===== config.mk =====
export PLATFORM = sky130hd
export DESIGN_NAME = adder_operand_seq
export DESIGN_NICKNAME = d
export VERILOG_FILES = /design/src/rtl/adder_operand_seq.sv
export SDC_FILE = /design/constraint.sdc
export NUM_CORES = 1
export LEC_CHECK = 0
export BUFFER_PORTS_ARGS = -buffer_cell sky130_fd_sc_hd__buf_2
export CORE_ASPECT_RATIO = 0.9
export CORE_MARGIN = 2
export CORE_UTILIZATION = 50
export CTS_CLUSTER_DIAMETER = 200
export DETAILED_ROUTE_END_ITERATION = 10
export PLACE_DENSITY_LB_ADDON = 0.2
export SYNTH_ARGS = -nofsm -noshare
export SYNTH_HDL_FRONTEND = slang
export SYNTH_SLANG_ARGS = --single-unit
export TNS_END_PERCENT = 100

===== constraint.sdc =====
create_clock -name clk -period 1.35 [get_ports clk]
set_input_delay 0.27 -clock clk [delete_from_list [all_inputs] [get_ports clk]]
set_output_delay 0.27 -clock clk [all_outputs]
set_load 0.05 [all_outputs]

===== src/rtl/adder_operand_seq.sv =====
// Register-file operand sequencer for a registered adder: fetches rs1/rs2 onto A/B,
// waits out the adder latency, then writes Sum back to rd and pulses done.
module adder_operand_seq #(
  parameter int DATA_W    = 8,
  parameter int NREG      = 4,
  parameter int ADDR_W    = 2,
  parameter int ADDER_LAT = 1
) (
  input  logic              clk,
  input  logic              rst_n,
  input  logic              start,
  input  logic [ADDR_W-1:0] rs1,
  input  logic [ADDR_W-1:0] rs2,
  input  logic [ADDR_W-1:0] rd,
  input  logic              ld_en,
  input  logic [ADDR_W-1:0] ld_addr,
  input  logic [DATA_W-1:0] ld_data,
  output logic [DATA_W-1:0] A,
  output logic [DATA_W-1:0] B,
  input  logic [DATA_W-1:0] Sum,
  output logic              busy,
  output logic              done,
  output logic [DATA_W-1:0] result,
  input  logic [ADDR_W-1:0] dbg_addr,
  output logic [DATA_W-1:0] dbg_data,
  output logic [1:0]        dbg_state
);

  localparam int CNT_W = (ADDER_LAT < 2) ? 1 : $clog2(ADDER_LAT + 1);

  typedef enum logic [1:0] {
    IDLE = 2'd0,
    WAIT = 2'd1,
    WB   = 2'd2
  } state_t;

  state_t              state;
  logic [CNT_W-1:0]    cnt;
  logic [ADDR_W-1:0]   rd_lat;
  logic [DATA_W-1:0]   regs [NREG];

  always_ff @(posedge clk or negedge rst_n) begin
    if (!rst_n) begin
      state  <= IDLE;
      cnt    <= '0;
      rd_lat <= '0;
      A      <= '0;
      B      <= '0;
      result <= '0;
      done   <= 1'b0;
      for (int i = 0; i < NREG; i++) regs[i] <= '0;
    end else begin
      done <= 1'b0;
      // The load is scheduled first so a same-index write-back below overrides it.
      if (ld_en) regs[ld_addr] <= ld_data;
      case (state)
        IDLE: begin
          if (start) begin
            rd_lat <= rd;
            A      <= regs[rs1];
            B      <= regs[rs2];
            cnt    <= CNT_W'(ADDER_LAT);
            state  <= WAIT;
          end
        end
        WAIT: begin
          cnt <= cnt - CNT_W'(1);
          if (cnt == CNT_W'(1)) state <= WB;
        end
        WB: begin
          regs[rd_lat] <= Sum;
          result       <= Sum;
          done         <= 1'b1;
          state        <= IDLE;
        end
        default: state <= IDLE;
      endcase
    end
  end

  assign busy      = (state != IDLE);
  assign dbg_data  = regs[dbg_addr];
  assign dbg_state = state;

endmodule


### Word level (Yosys, flattened, before mapping)

Index checks and enable logic that the tools add are counted.

| word-level totals | value |
|---|---|
| flip-flop bits (word level) | 62 |
| bits of input ports | 30 |
| output and inout port bits | 36 |
| logic and storage cells | 59 |

| operators by class | value |
|---|---|
| add/sub/neg operators | 1 |
| order comparisons | 7 |
| eq/ne operators | 4 |
| multiplexer cells | 23 |
| bitwise gates (word level) | 5 |
| reduce and logical (&&, ||, !) cells | 8 |

Operators by type and width:

| kind | count |
|---|---|
| 32-bit bitwise mux | 2 |
| 32-bit two-way mux | 2 |
| 8-bit two-way mux | 8 |
| 8-bit binary-select mux with 2-bit select | 3 |
| 8-bit demux with 2-bit select | 2 |
| 3-bit >= comparator, second input constant | 5 |
| 2-bit inverter with 3-bit output | 5 |
| 3-bit by 1-bit less-than comparator with 1-bit output, second input constant | 2 |
| 2-bit AND reduction | 3 |
| 2-bit two-way mux | 2 |
| 2-bit != test, second input constant | 2 |
| 2-bit case mux with 2 select lines | 1 |
| 2-bit nonzero test | 2 |
| 2-bit by 1-bit == test with 1-bit output, second input constant | 1 |
| 2-bit == test, second input constant | 1 |
| 1-bit logical AND | 2 |
| 2-bit logical NOT | 1 |
| 1-bit two-way mux | 2 |
| 1-bit case mux with 2 select lines | 1 |
| 1-bit subtractor, second input constant | 1 |

### Logic depth before layout (Yosys ltp)

Gate-level depths: netlist of run 1.

| depth | value |
|---|---|
| depth in word-level cells | 9 |
| depth in mapped cells | 5 |
| mapped depth without buffers | 3 |

### Worst setup path before layout of run 1

Ideal clock, no wire load.

| timing path | value |
|---|---|
| path type | reg2reg |
| from | register state[1], in the netlist dbg_state[1] |
| to | register A[1] |
| setup time | 0.125 ns |
| data arrival time | 1.559 ns |
| data required time | 1.225 ns |
| slack | -0.334 ns |
| stages on the path, launching flop included | 6 |
| path buffers | 2 |
| clock period less this slack | 1.684 ns |
| path through | dfrtp_1 -> buf_2 -> nor2_4 -> nand2_4 -> buf_6 -> mux2_2 |

| on the way | value |
|---|---|
| cells in the longest elaborated chain, start to end | 2 |

Ends and longest elaborated chain:

| what | RTL line | text |
|---|---|---|
| start, declared | 37 | `state_t state;` |
| start signal, assigned | 44 | `state <= IDLE;` |
| start signal, assigned | 63 | `state <= WAIT;` |
| start signal, assigned | 68 | `if (cnt == CNT_W'(1)) state <= WB;` |
| 2-bit logical NOT | 56 | `case (state)` |
| 2-bit AND reduction (no line) | n/a |  |
| end signal, assigned | 60 | `A <= regs[rs1];` |
| end, declared | 18 | `output logic [DATA_W-1:0] A,` |

Every way passes these cells.
A chain may end at the register's enable or synchronous reset.

### Final worst setup path of run 1

| timing path | value |
|---|---|
| from | register regs[25] (netlist name) |
| to | output port dbg_data[1] |

| on the way | value |
|---|---|
| cells in the longest elaborated chain, start to end | 3 |

Ends and longest elaborated chain:

| what | RTL line | text |
|---|---|---|
| start, declared | 40 | `logic [DATA_W-1:0] regs [NREG];` |
| start signal, assigned by index | 55 | `if (ld_en) regs[ld_addr] <= ld_data;` |
| start signal, assigned by index | 71 | `regs[rd_lat] <= Sum;` |
| 8-bit binary-select mux with 2-bit select | 82 | `assign dbg_data = regs[dbg_addr];` |
| 8-bit two-way mux (implied by the code) (2 in a row) | 82 |  |
| end, declared | 25 | `output logic [DATA_W-1:0] dbg_data,` |

Every way passes these cells. The select of a mux whose other input is x is not followed.

==> metrics.csv, run 1 <==
stage;metric;value;unit
run_status;outcome;finished, violations left;
run_status;failing checks;negative setup slack;
clock_tree;Clock Latency Late Sink;350;ps
placed_design;dpl cells;400;
synth;top cells by area, synth;dfrtp_1 47%, mux4_2 17%, mux2i_1 9.8%, mux2_2 7.2%, o21ai_0 3.5%;
detailed_routing;vias per cell;5.87;
setup_path;max incr delay on CP;500;ps
setup_path;critical path startpoint category;flip-flop;
final_layout;ant diodes;0;
detailed_routing;routed via count;2725;
floorplan;Die X;89.3;um
synth;Seq cells post-synth;62;
timing;endpoints failing hold;0;
grt;vias in the first global route;2658;
detailed_routing;Pre-antenna DRT Iters;4;
detailed_routing;final wirelength;10200;um
synth;Warnings, synthesis;0;
final_layout;layout cell share with drive strength beyond 1;61.3;%
grt;total track usage;26.4;%
clock_tree;CTS max path bufs;2;
timing;TNS Setup;-4870;ps
grt;largest net degree at the start of global routing;63;
clock_tree;H-tree depth;3;
timing;Slew Viols, Final;0;
floorplan;CORE AREA;0.00622;mm2
grt;grt total ovfl;0;
flow_run;maxcap violations;0;
timing;Final Setup Violations;48;
synth;cells after synthesis;243;
clock_tree;Num CTS Buffers;9;
floorplan;die area;0.00721;mm2
placed_design;routability cong.;0.833;
timing;Max transition margin;74.1;%
timing;fin crit period;1700;ps
synth;Synth area leader;dfrtp_1;
synth;Yosys cell types;27;
detailed_routing;number of remaining DRC errors;0;
grt;initial antenna violation count;0;
power;Max VDD drop;1540;uV
clock_tree;root buf cell;clkbuf_8;
clock_tree;CTS tree;built;
setup_path;largest fanout on the critical path;4;
clock_tree;CTS Sinks;62;
timing;Final WS setup;-353;ps
setup_path;WP data arrival;1430;ps
placed_design;detailed placement HPWL;5460;um
synth;Synth Flop Type;dfrtp_1;
floorplan;Rows;27;
setup_path;Cell Chain, Critical Path;mux4_2, buf_6;
final_layout;FF/Latch Area;0.00156;mm2
floorplan;Starting Density;52.6;%
synth;Synth top area share;47.4;%
detailed_routing;Routed WL per cell;22.0;um
floorplan;overall die height;80.7;um
setup_path;crit path kind;flip-flop to output port;
floorplan;# IOs;66;
timing;RSZ-0062 raised after global routing;true;
placed_design;Port Buf Inserts;65;
final_layout;final non-filler cell total;464;
synth;number of synthesized flops with an enable pin;0;
synth;Mean Syn Cell Area;13.5;um2
detailed_routing;Initial DRC Count;168;
setup_path;Crit path required time;1080;ps
setup_path;CP max-delay cell;mux4_2;
synth;Seq/Total Area, Yosys;47.4;%
hold_path;hold crit path type;input port to flip-flop;
synth;Async SR Flop Fraction;100;%
power;pwr/cell area;2600;mW/mm2
grt;first-pass GRT wire length;13700;um
synth;most common cell in the netlist;dfrtp_1;
final_layout;fin nets;402;
final_layout;multi-input logic area;0.00184;mm2
setup_path;CP top delay family;multiplexers;
setup_path;Crit. End Element;output port;
timing;Hold WS;154;ps
final_layout;Fillers;405;
timing;Fmax;587;MHz
synth;most frequent cells after synthesis;62 x dfrtp_1, 32 x mux2i_1, 25 x nand2_1;
synth;post-synth net total;273;
placed_design;DP Area;0.00385;mm2
synth;synthesized cell area;0.00327;mm2
timing;final period utilization;126;%
final_layout;final instance area;0.00482;mm2
timing;measured slew at the worst slew-check pin;388;ps
detailed_routing;Detail Route Antenna Nets;0;
setup_path;Buf+Inv Stages, Crit Path;1;
power;Pleak;2.26;nW
timing;Setup Skew;7.25;ps
final_layout;Synth-to-Final Area Change;47.2;%
clock_tree;Clock transition at path regs;70;ps
stage by stage:
stage,setup slack [ps],power [W],utilization (%)
2_1_floorplan,-80.0,0.00750,-
3_3_place_gp,-171,0.00858,61.9
3_5_place_dp,-171,0.00874,61.9
4_1_cts,-342,0.0115,70.6
5_1_grt,-367,0.0131,77.5
6_report,-353,0.0125,77.5
final timing paths:
check	startpoint	to	slack, ps	depth (start not counted)
max in group asynchronous	rst_n	dbg_state[0]	580	3
worst max register to register	regs[5]	A[5]	-160	4
min in group asynchronous	rst_n	regs[14]	460	3
worst min register to register	result[2]	result[2]	500	1
worst max-delay path	regs[25]	dbg_data[1]	-350	2
worst min-delay path	rd[0]	rd_lat[0]	150	2
flip-flops by register name (all words and copies together), names as in the netlist:
signal	flops
regs	32
A	8
B	8
result	8
dbg_state	2
rd_lat	2
cnt	1
done	1
worst reg2reg max path: stages, from the launching register on:
cell and delay, ps:
dfrtp_1 420, buf_6 140, buf_6 110, mux4_2 450, mux2_4 280
cell type report:
class | instances | share of cell area [%]
inverters | 2 | 0.156
repair buffers | 130 | 22.9
multi-input cells | 167 | 38.2
well taps | 87 | 2.26
flip-flops and latches | 62 | 32.3
clock buffers | 13 | 3.30
clock inverters | 3 | 0.883
power breakdown:
group / switching [W] / internal [W]
Sequential: 0.000719 / 0.00282
Combinational: 0.00397 / 0.00336
Clock: 0.000731 / 0.000952
per-layer routing:
| layer | vias up | routed length (um) | GRT usage, % |
|---|---|---|---|
| li1 | 1174 | - | - |
| met1 | 1392 | 3920 | 34.5 |
| met2 | 147 | 5160 | 43.6 |
| met3 | 12 | 974 | 7.01 |
| met4 | 0 | 143 | 7.61 |
| met5 | - | 0 | 0 |
cell usage in the layout, fill, tap and decap left out, types with 2 or more instances in the layout:
cell type	netlist	routed
a21oi_1	8	8
and3b_1	2	2
and4bb_4	1	2
buf_12	0	8
buf_2	7	55
buf_4	2	36
buf_6	6	25
buf_8	0	2
clkbuf_1	0	2
clkbuf_16	0	3
clkbuf_8	0	11
dfrtp_1	62	60
mux2_1	5	3
mux2_2	21	14
mux2_4	0	9
mux2i_1	32	32
mux4_2	24	24
nand2_1	25	9
nand2_2	0	6
nand2_4	1	12
nand2_8	0	2
nor2_1	11	11
o21ai_0	23	6
o21ai_1	1	7
o21ai_2	0	11
cells by family after synthesis:
kind of cell           count (synthesis)  share of synthesized area [%]
AO/OA/AOI/OAI                         33                           5.16
buffers and inverters                 18                           3.98
flip-flops                            62                           47.4
multiplexers                          82                           35.3
AND/OR/NAND/NOR                       48                           8.18
timing repair:
item	in CTS	in global routing
endpoints found under the setup margin	19	53
gates cloned	0	7
pin swaps	2	24
hold buffers	1	0
endpoints found under the hold margin	62	0
gates resized for setup	29	78
buffers inserted	31	12
No activity file was read; power rests on OpenSTA's default activity.
==> run 2, diff against run 1 <==
--- a/config.mk
+++ b/config.mk
@@ -8,10 +8,11 @@
 export BUFFER_PORTS_ARGS = -buffer_cell sky130_fd_sc_hd__buf_2
 export CORE_ASPECT_RATIO = 0.9
 export CORE_MARGIN = 2
-export CORE_UTILIZATION = 50
+export CORE_UTILIZATION = 40
 export CTS_CLUSTER_DIAMETER = 200
 export DETAILED_ROUTE_END_ITERATION = 10
-export PLACE_DENSITY_LB_ADDON = 0.2
+export PLACE_DENSITY = 0.7
+export RECOVER_POWER = 25
 export SYNTH_ARGS = -nofsm -noshare
 export SYNTH_HDL_FRONTEND = slang
 export SYNTH_SLANG_ARGS = --single-unit
==> run 2 against run 1 <==
Against the previous run: the run still ends with negative setup slack left; combinational power barely moved; clock skew rose by 1.1 ps; power rose by 1.0%; die area rose by 24%; critical path type unchanged; setup slack got worse by 22 ps; sequential share of layout area fell by 0.42 points; register-to-register slack barely moved; cell area rose by 1.3%; worst hold slack got worse by 9.4 ps; critical endpoint is now dbg_data[4]; flip-flop and latch count did not move.
==> metrics.csv, run 2 (same netlist as run 1, synthesis figures left out) <==
stage;metric;value;unit
run_status;outcome;finished, violations left;
run_status;failing checks;negative setup slack;
final_layout;most common cell after layout, fill and taps aside;dfrtp_1;
detailed_routing;vias per cell;5.66;
final_layout;ant diodes;0;
setup_path;max incr delay on CP;500;ps
final_layout;most frequent cells in the layout;60 x dfrtp_1, 54 x buf_2, 37 x buf_4, 32 x mux2i_1, 24 x mux4_2;
detailed_routing;Initial DRC Count;197;
clock_tree;CTS max path bufs;2;
power;logic gate share of total power;58.0;%
setup_path;Buf+Inv Stages, Crit Path;1;
clock_tree;CTS tree;built;
floorplan;overall die height;89.8;um
setup_path;WP depth;2;
detailed_routing;Detail Route Antenna Nets;0;
setup_path;CP top delay family;multiplexers;
floorplan;# IOs;66;
floorplan;Die X;99.3;um
clock_tree;Clock Latency Late Sink;360;ps
power;Max VDD drop;1160;uV
grt;total track usage;20.7;%
grt;vias in the first global route;2628;
final_layout;Largest Register;regs;
power;switch share;43.0;%
final_layout;Final Core Density;61.1;%
detailed_routing;routed via count;2696;
clock_tree;Clock transition at path regs;70;ps
floorplan;Rows;31;
flow_run;maxcap violations;0;
power;Int Power;0.00723;W
setup_path;Crit. End Element;output port;
grt;largest net degree at the start of global routing;26;
detailed_routing;final wirelength;10500;um
timing;Final WS setup;-375;ps
timing;Final Setup Violations;45;
clock_tree;root buf cell;clkbuf_8;
placed_design;routability cong.;0.814;
floorplan;Starting Density;40.9;%
final_layout;layout cell share with drive strength beyond 1;64.7;%
grt;initial antenna violation count;0;
placed_design;pre-CTS setup slack;-168;ps
final_layout;final non-filler cell total;476;
setup_path;CP max-delay cell;mux4_2;
power;P_sw;0.00545;W
grt;grt total ovfl;0;
hold_path;hold depth;2;
final_layout;Fillers;645;
timing;Fmax;580;MHz
timing;measured slew at the worst slew-check pin;435;ps
timing;Max transition margin;71.0;%
detailed_routing;Pre-antenna DRT Iters;4;
timing;fin crit period;1730;ps
power;clock network fraction of total power;14.1;%
setup_path;Cell Chain, Critical Path;mux4_2, buf_6;
clock_tree;Num CTS Buffers;9;
placed_design;dpl cells;417;
timing;RSZ-0062 raised after global routing;true;
setup_path;Crit path required time;1080;ps
placed_design;Port Buf Inserts;65;
detailed_routing;number of remaining DRC errors;0;
setup_path;largest fanout on the critical path;4;
clock_tree;H-tree depth;3;
power;Pleak;2.25;nW
setup_path;crit path kind;flip-flop to output port;
final_layout;max reg flops;32;
timing;endpoints failing hold;0;
floorplan;CORE AREA;0.00799;mm2
power;pwr/cell area;2600;mW/mm2
timing;final period utilization;128;%
setup_path;critical path startpoint category;flip-flop;
timing;Slew Viols, Final;0;
final_layout;Synth-to-Final Area Change;49.1;%
detailed_routing;Routed WL per cell;22.1;um
floorplan;die area;0.00892;mm2
grt;first-pass GRT wire length;13800;um
final_layout;fin nets;402;
timing;Setup Skew;8.36;ps
setup_path;WP data arrival;1460;ps
clock_tree;CTS Sinks;62;
placed_design;detailed placement HPWL;5720;um
setup_path;R2R cell count;4;
hold_path;hold crit path type;input port to flip-flop;
power;sequential share of power;28.0;%
-- run 2: changes by cell type in the layout (fill, tap and decap cells not counted), moves of 2 or more --
cell | before | now
nor2_2 | 0 | 6
nor2_1 | 11 | 3
nand2_1 | 9 | 6
nand2_2 | 6 | 11
nand2_4 | 12 | 8
o21ai_0 | 6 | 3
o21ai_1 | 7 | 11
buf_8 | 2 | 4
buf_6 | 25 | 22
mux2_4 | 9 | 11
clkbuf_8 | 11 | 13
nor2_4 | 1 | 3
-- run 2: power by group through the flow --
stage / Combinational (W) / Clock [W] / Sequential (W)
after CTS: 0.00635 / 0.00180 / 0.00344
final: 0.00735 / 0.00178 / 0.00354
after global routing: 0.00770 / 0.00187 / 0.00364
after global placement: 0.00508 / 0 / 0.00358
after detailed placement: 0.00518 / 0 / 0.00364
after floorplan: 0.00265 / 0 / 0.00485
-- run 2: final timing paths --
kind                           start          end  slack, ps
min in group asynchronous      rst_n         A[5]        380
setup / recovery            regs[20]  dbg_data[4]       -380
hold / removal                 rd[0]    rd_lat[0]        140
hold reg to reg            result[7]    result[7]        490
max in group asynchronous      rst_n         B[7]        210
setup reg to reg             regs[7]         B[7]       -150
-- run 2: layout make-up --
type	count	area, um2	share of cell area, %
Clock inverter	3	40.0	0.821
Multi-Input combinational cell	166	1880	38.4
Tap cell	99	124	2.54
Timing Repair Buffer	131	1100	22.5
Inverter	2	7.51	0.154
Sequential cell	62	1560	31.9
Clock buffer	13	179	3.67
-- run 2: worst register-to-register path, cell delays in order, from the launching register on --
cell and delay, ps:
dfrtp_1 390, buf_4 140, buf_4 130, mux4_2 450
mux2_4 280
-- run 2: timing repair --
action	in CTS	in global routing
gates cloned	0	6
hold endpoints to repair	11	0
endpoints found under the setup margin	14	60
pin swaps	2	26
buffers inserted	26	16
hold buffers	1	0
resized for setup	33	89
-- run 2: layer usage --
| metal | global-route usage [%] | wire length (um) |
|---|---|---|
| met4 | 5.14 | 280 |
| met2 | 33.4 | 5310 |
| met1 | 26.8 | 3880 |
| met3 | 7.08 | 1070 |
| met5 | 0 | 0 |
-- run 2: metrics by stage --
stage	total power [W]	hold slack, ps	setup TNS (ps)	instance area (um2)
5_1_grt	0.0132	140	-6410	4880
2_1_floorplan	0.00750	-25.6	-791	3310
4_1_cts	0.0116	137	-3000	4460
3_5_place_dp	0.00882	224	-2110	3930
6_report	0.0127	144	-4980	4880
3_3_place_gp	0.00866	215	-1940	3930
==> run 3, diff against run 2 <==
--- a/config.mk
+++ b/config.mk
@@ -6,12 +6,12 @@
 export NUM_CORES = 1
 export LEC_CHECK = 0
 export BUFFER_PORTS_ARGS = -buffer_cell sky130_fd_sc_hd__buf_2
-export CORE_ASPECT_RATIO = 0.9
+export CORE_ASPECT_RATIO = 2
 export CORE_MARGIN = 2
 export CORE_UTILIZATION = 40
 export CTS_CLUSTER_DIAMETER = 200
 export DETAILED_ROUTE_END_ITERATION = 10
-export PLACE_DENSITY = 0.7
+export PLACE_DENSITY_LB_ADDON = 0.15
 export RECOVER_POWER = 25
 export SYNTH_ARGS = -nofsm -noshare
 export SYNTH_HDL_FRONTEND = slang
==> run 3 against run 2 <==
Against the previous run: the flow still finishes with violations (negative setup slack); non-clock buffer count down 5; register-to-register slack better by 100 ps; first-iteration DRC count down 29%; wire length down 11%; via count down 6.4%; count of clock-buffer cells in the layout up 1; final cell count down 2.3%; global-route usage up 1.1 points; largest power group unchanged.
==> metrics.csv, run 3 (same netlist as run 1, synthesis figures left out) <==
stage;metric;value;unit
setup_path;R2R cell count;5;
detailed_routing;Initial DRC Count;139;
final_layout;Synth-to-Final Area Change;45.6;%
timing;Slew Viols, Final;0;
setup_path;critical path startpoint category;flip-flop;
clock_tree;Num CTS Buffers;9;
final_layout;max reg flops;32;
flow_run;maxcap violations;0;
detailed_routing;Detail Route Antenna Nets;0;
timing;RSZ-0062 raised after global routing;true;
timing;Final Setup Violations;36;
hold_path;Worst Hold End;rd_lat[0];
timing;endpoints failing hold;0;
power;Pleak;2.18;nW
grt;initial antenna violation count;0;
floorplan;# IOs;66;
detailed_routing;Met2 Wirelength;5250;um
timing;Max transition margin;59.8;%
run_status;failing checks;negative setup slack;
detailed_routing;Pre-antenna DRT Iters;4;
final_layout;most common cell after layout, fill and taps aside;dfrtp_1;
placed_design;dpl cells;407;
power;Max VDD drop;1650;uV
setup_path;Worst R2R End;regs[13];
timing;Fmax;597;MHz
detailed_routing;number of remaining DRC errors;0;
setup_path;max incr delay on CP;500;ps
setup_path;Cell Chain, Critical Path;mux4_2, buf_8;
hold_path;hold crit path type;input port to flip-flop;
setup_path;RR Startpoint;dbg_state[0];
timing;Setup Skew;7.76;ps
final_layout;ant diodes;0;
timing;Final WS setup;-324;ps
setup_path;Buf+Inv Stages, Crit Path;1;
timing;final period utilization;124;%
grt;total track usage;21.7;%
hold_path;hold depth;2;
floorplan;die area;0.00896;mm2
final_layout;Largest Register;regs;
placed_design;Port Buf Inserts;65;
setup_path;R2R setup slack;-50;ps
detailed_routing;vias per cell;5.43;
timing;fin crit period;1670;ps
clock_tree;CTS max path bufs;2;
detailed_routing;final wirelength;9420;um
hold_path;hold wc startpoint;rd[0];
final_layout;final non-filler cell total;465;
final_layout;Final Core Density;60.0;%
clock_tree;CTS tree;built;
detailed_routing;Routed met1 length;3520;um
setup_path;Crit path required time;1080;ps
floorplan;CORE AREA;0.00794;mm2
clock_tree;root buf cell;clkbuf_16;
grt;first-pass GRT wire length;14100;um
clock_tree;Clock Latency Late Sink;330;ps
setup_path;Crit. End Element;output port;
detailed_routing;uppermost layer routed;met4;
setup_path;CP top delay family;multiplexers;
final_layout;fin nets;395;
clock_tree;CTS Sinks;62;
floorplan;overall die height;132;um
setup_path;crit path kind;flip-flop to output port;
placed_design;detailed placement HPWL;5800;um
setup_path;WP data arrival;1400;ps
power;Design Power;0.0127;W
detailed_routing;routed via count;2524;
setup_path;largest fanout on the critical path;2;
timing;TNS Setup;-3220;ps
power;pwr/cell area;2680;mW/mm2
grt;largest net degree at the start of global routing;63;
placed_design;routability cong.;0.799;
floorplan;Rows;46;
floorplan;Starting Density;41.2;%
run_status;outcome;finished, violations left;
clock_tree;Clock transition at path regs;50;ps
grt;vias in the first global route;2615;
floorplan;Die X;68.0;um
detailed_routing;Routed WL per cell;20.3;um
clock_tree;H-tree depth;3;
timing;Hold WS;173;ps
grt;grt total ovfl;0;
setup_path;CP max-delay cell;mux4_2;
final_layout;most frequent cells in the layout;60 x dfrtp_1, 55 x buf_2, 34 x buf_6, 32 x mux2i_1;
timing;measured slew at the worst slew-check pin;602;ps
detailed_routing;met3 wire length;411;um
final_layout;layout cell share with drive strength beyond 1;57.2;%
## run 3: cell types whose count changed in the layout (fill, tap and decap cells not counted), moves of 5 or more
cell	before	now
o21ai_2	10	4
buf_4	37	24
nor2_1	3	9
nand2_2	11	6
nand2_4	8	2
clkbuf_16	3	12
clkbuf_8	13	2
buf_6	22	34
nand2_1	6	17
## run 3: worst max-delay path by stage
stage / from / to / slack (ps) / depth (start not counted)
2_1_floorplan: dbg_state[1] / A[1] / -80 / 5
3_3_place_gp: dbg_addr[0] / dbg_data[1] / -140 / 4
3_5_place_dp: dbg_addr[0] / dbg_data[1] / -150 / 4
4_1_cts: regs[6] / dbg_data[6] / -310 / 2
5_1_grt: regs[2] / dbg_data[2] / -340 / 2
6_report: regs[13] / dbg_data[5] / -320 / 2
## run 3: final cells by class
class	count	area, um2
Fill cell	676	3180
Multi-Input combinational cell	164	1720
Timing Repair Buffer	126	1090
Sequential cell	62	1560
Tap cell	96	120
Inverter	2	7.51
Clock buffer	14	264
Clock inverter	1	5.00
## run 3: per-stage QoR
stage               instance area (um2)  worst slack [ps]
CTS                                4510              -312
global route                       4760              -336
floorplan                          3310             -80.0
finish                             4760              -324
detailed placement                 3860              -149
global placement                   3860              -143
## run 3: worst reg2reg max path, delay by kind of cell (launching register included)
family	cells	cell delay (ps)
AO/OA/AOI/OAI	1	70
flip-flops	1	510
AND/OR/NAND/NOR	2	450
buffers and inverters	2	320
## run 3: per-layer routing
| metal | GRT usage, % | vias to the layer above |
|---|---|---|
| met1 | 26.0 | 1269 |
| met2 | 36.7 | 79 |
| met4 | 9.78 | 0 |
| met5 | 0 | - |
| met3 | 3.76 | 20 |
| li1 | - | 1156 |
## run 3: power breakdown
part / internal [W] / switching, W / leakage [nW] / total (W)
clock: 0.00133 / 0.000786 / 0.133 / 0.00211
combinational: 0.00332 / 0.00376 / 1.31 / 0.00708
sequential: 0.00282 / 0.000727 / 0.736 / 0.00355
total: 0.00747 / 0.00527 / 2.18 / 0.0127
## run 3: timing repair
item                                    in CTS  in global routing
cloned                                       1                  3
hold endpoints to repair                    62                  0
gates resized for setup                     31                 62
setup buffers                               33                  9
hold buffers                                 1                  0
pin swaps                                    3                  7
endpoints found under the setup margin      19                 50
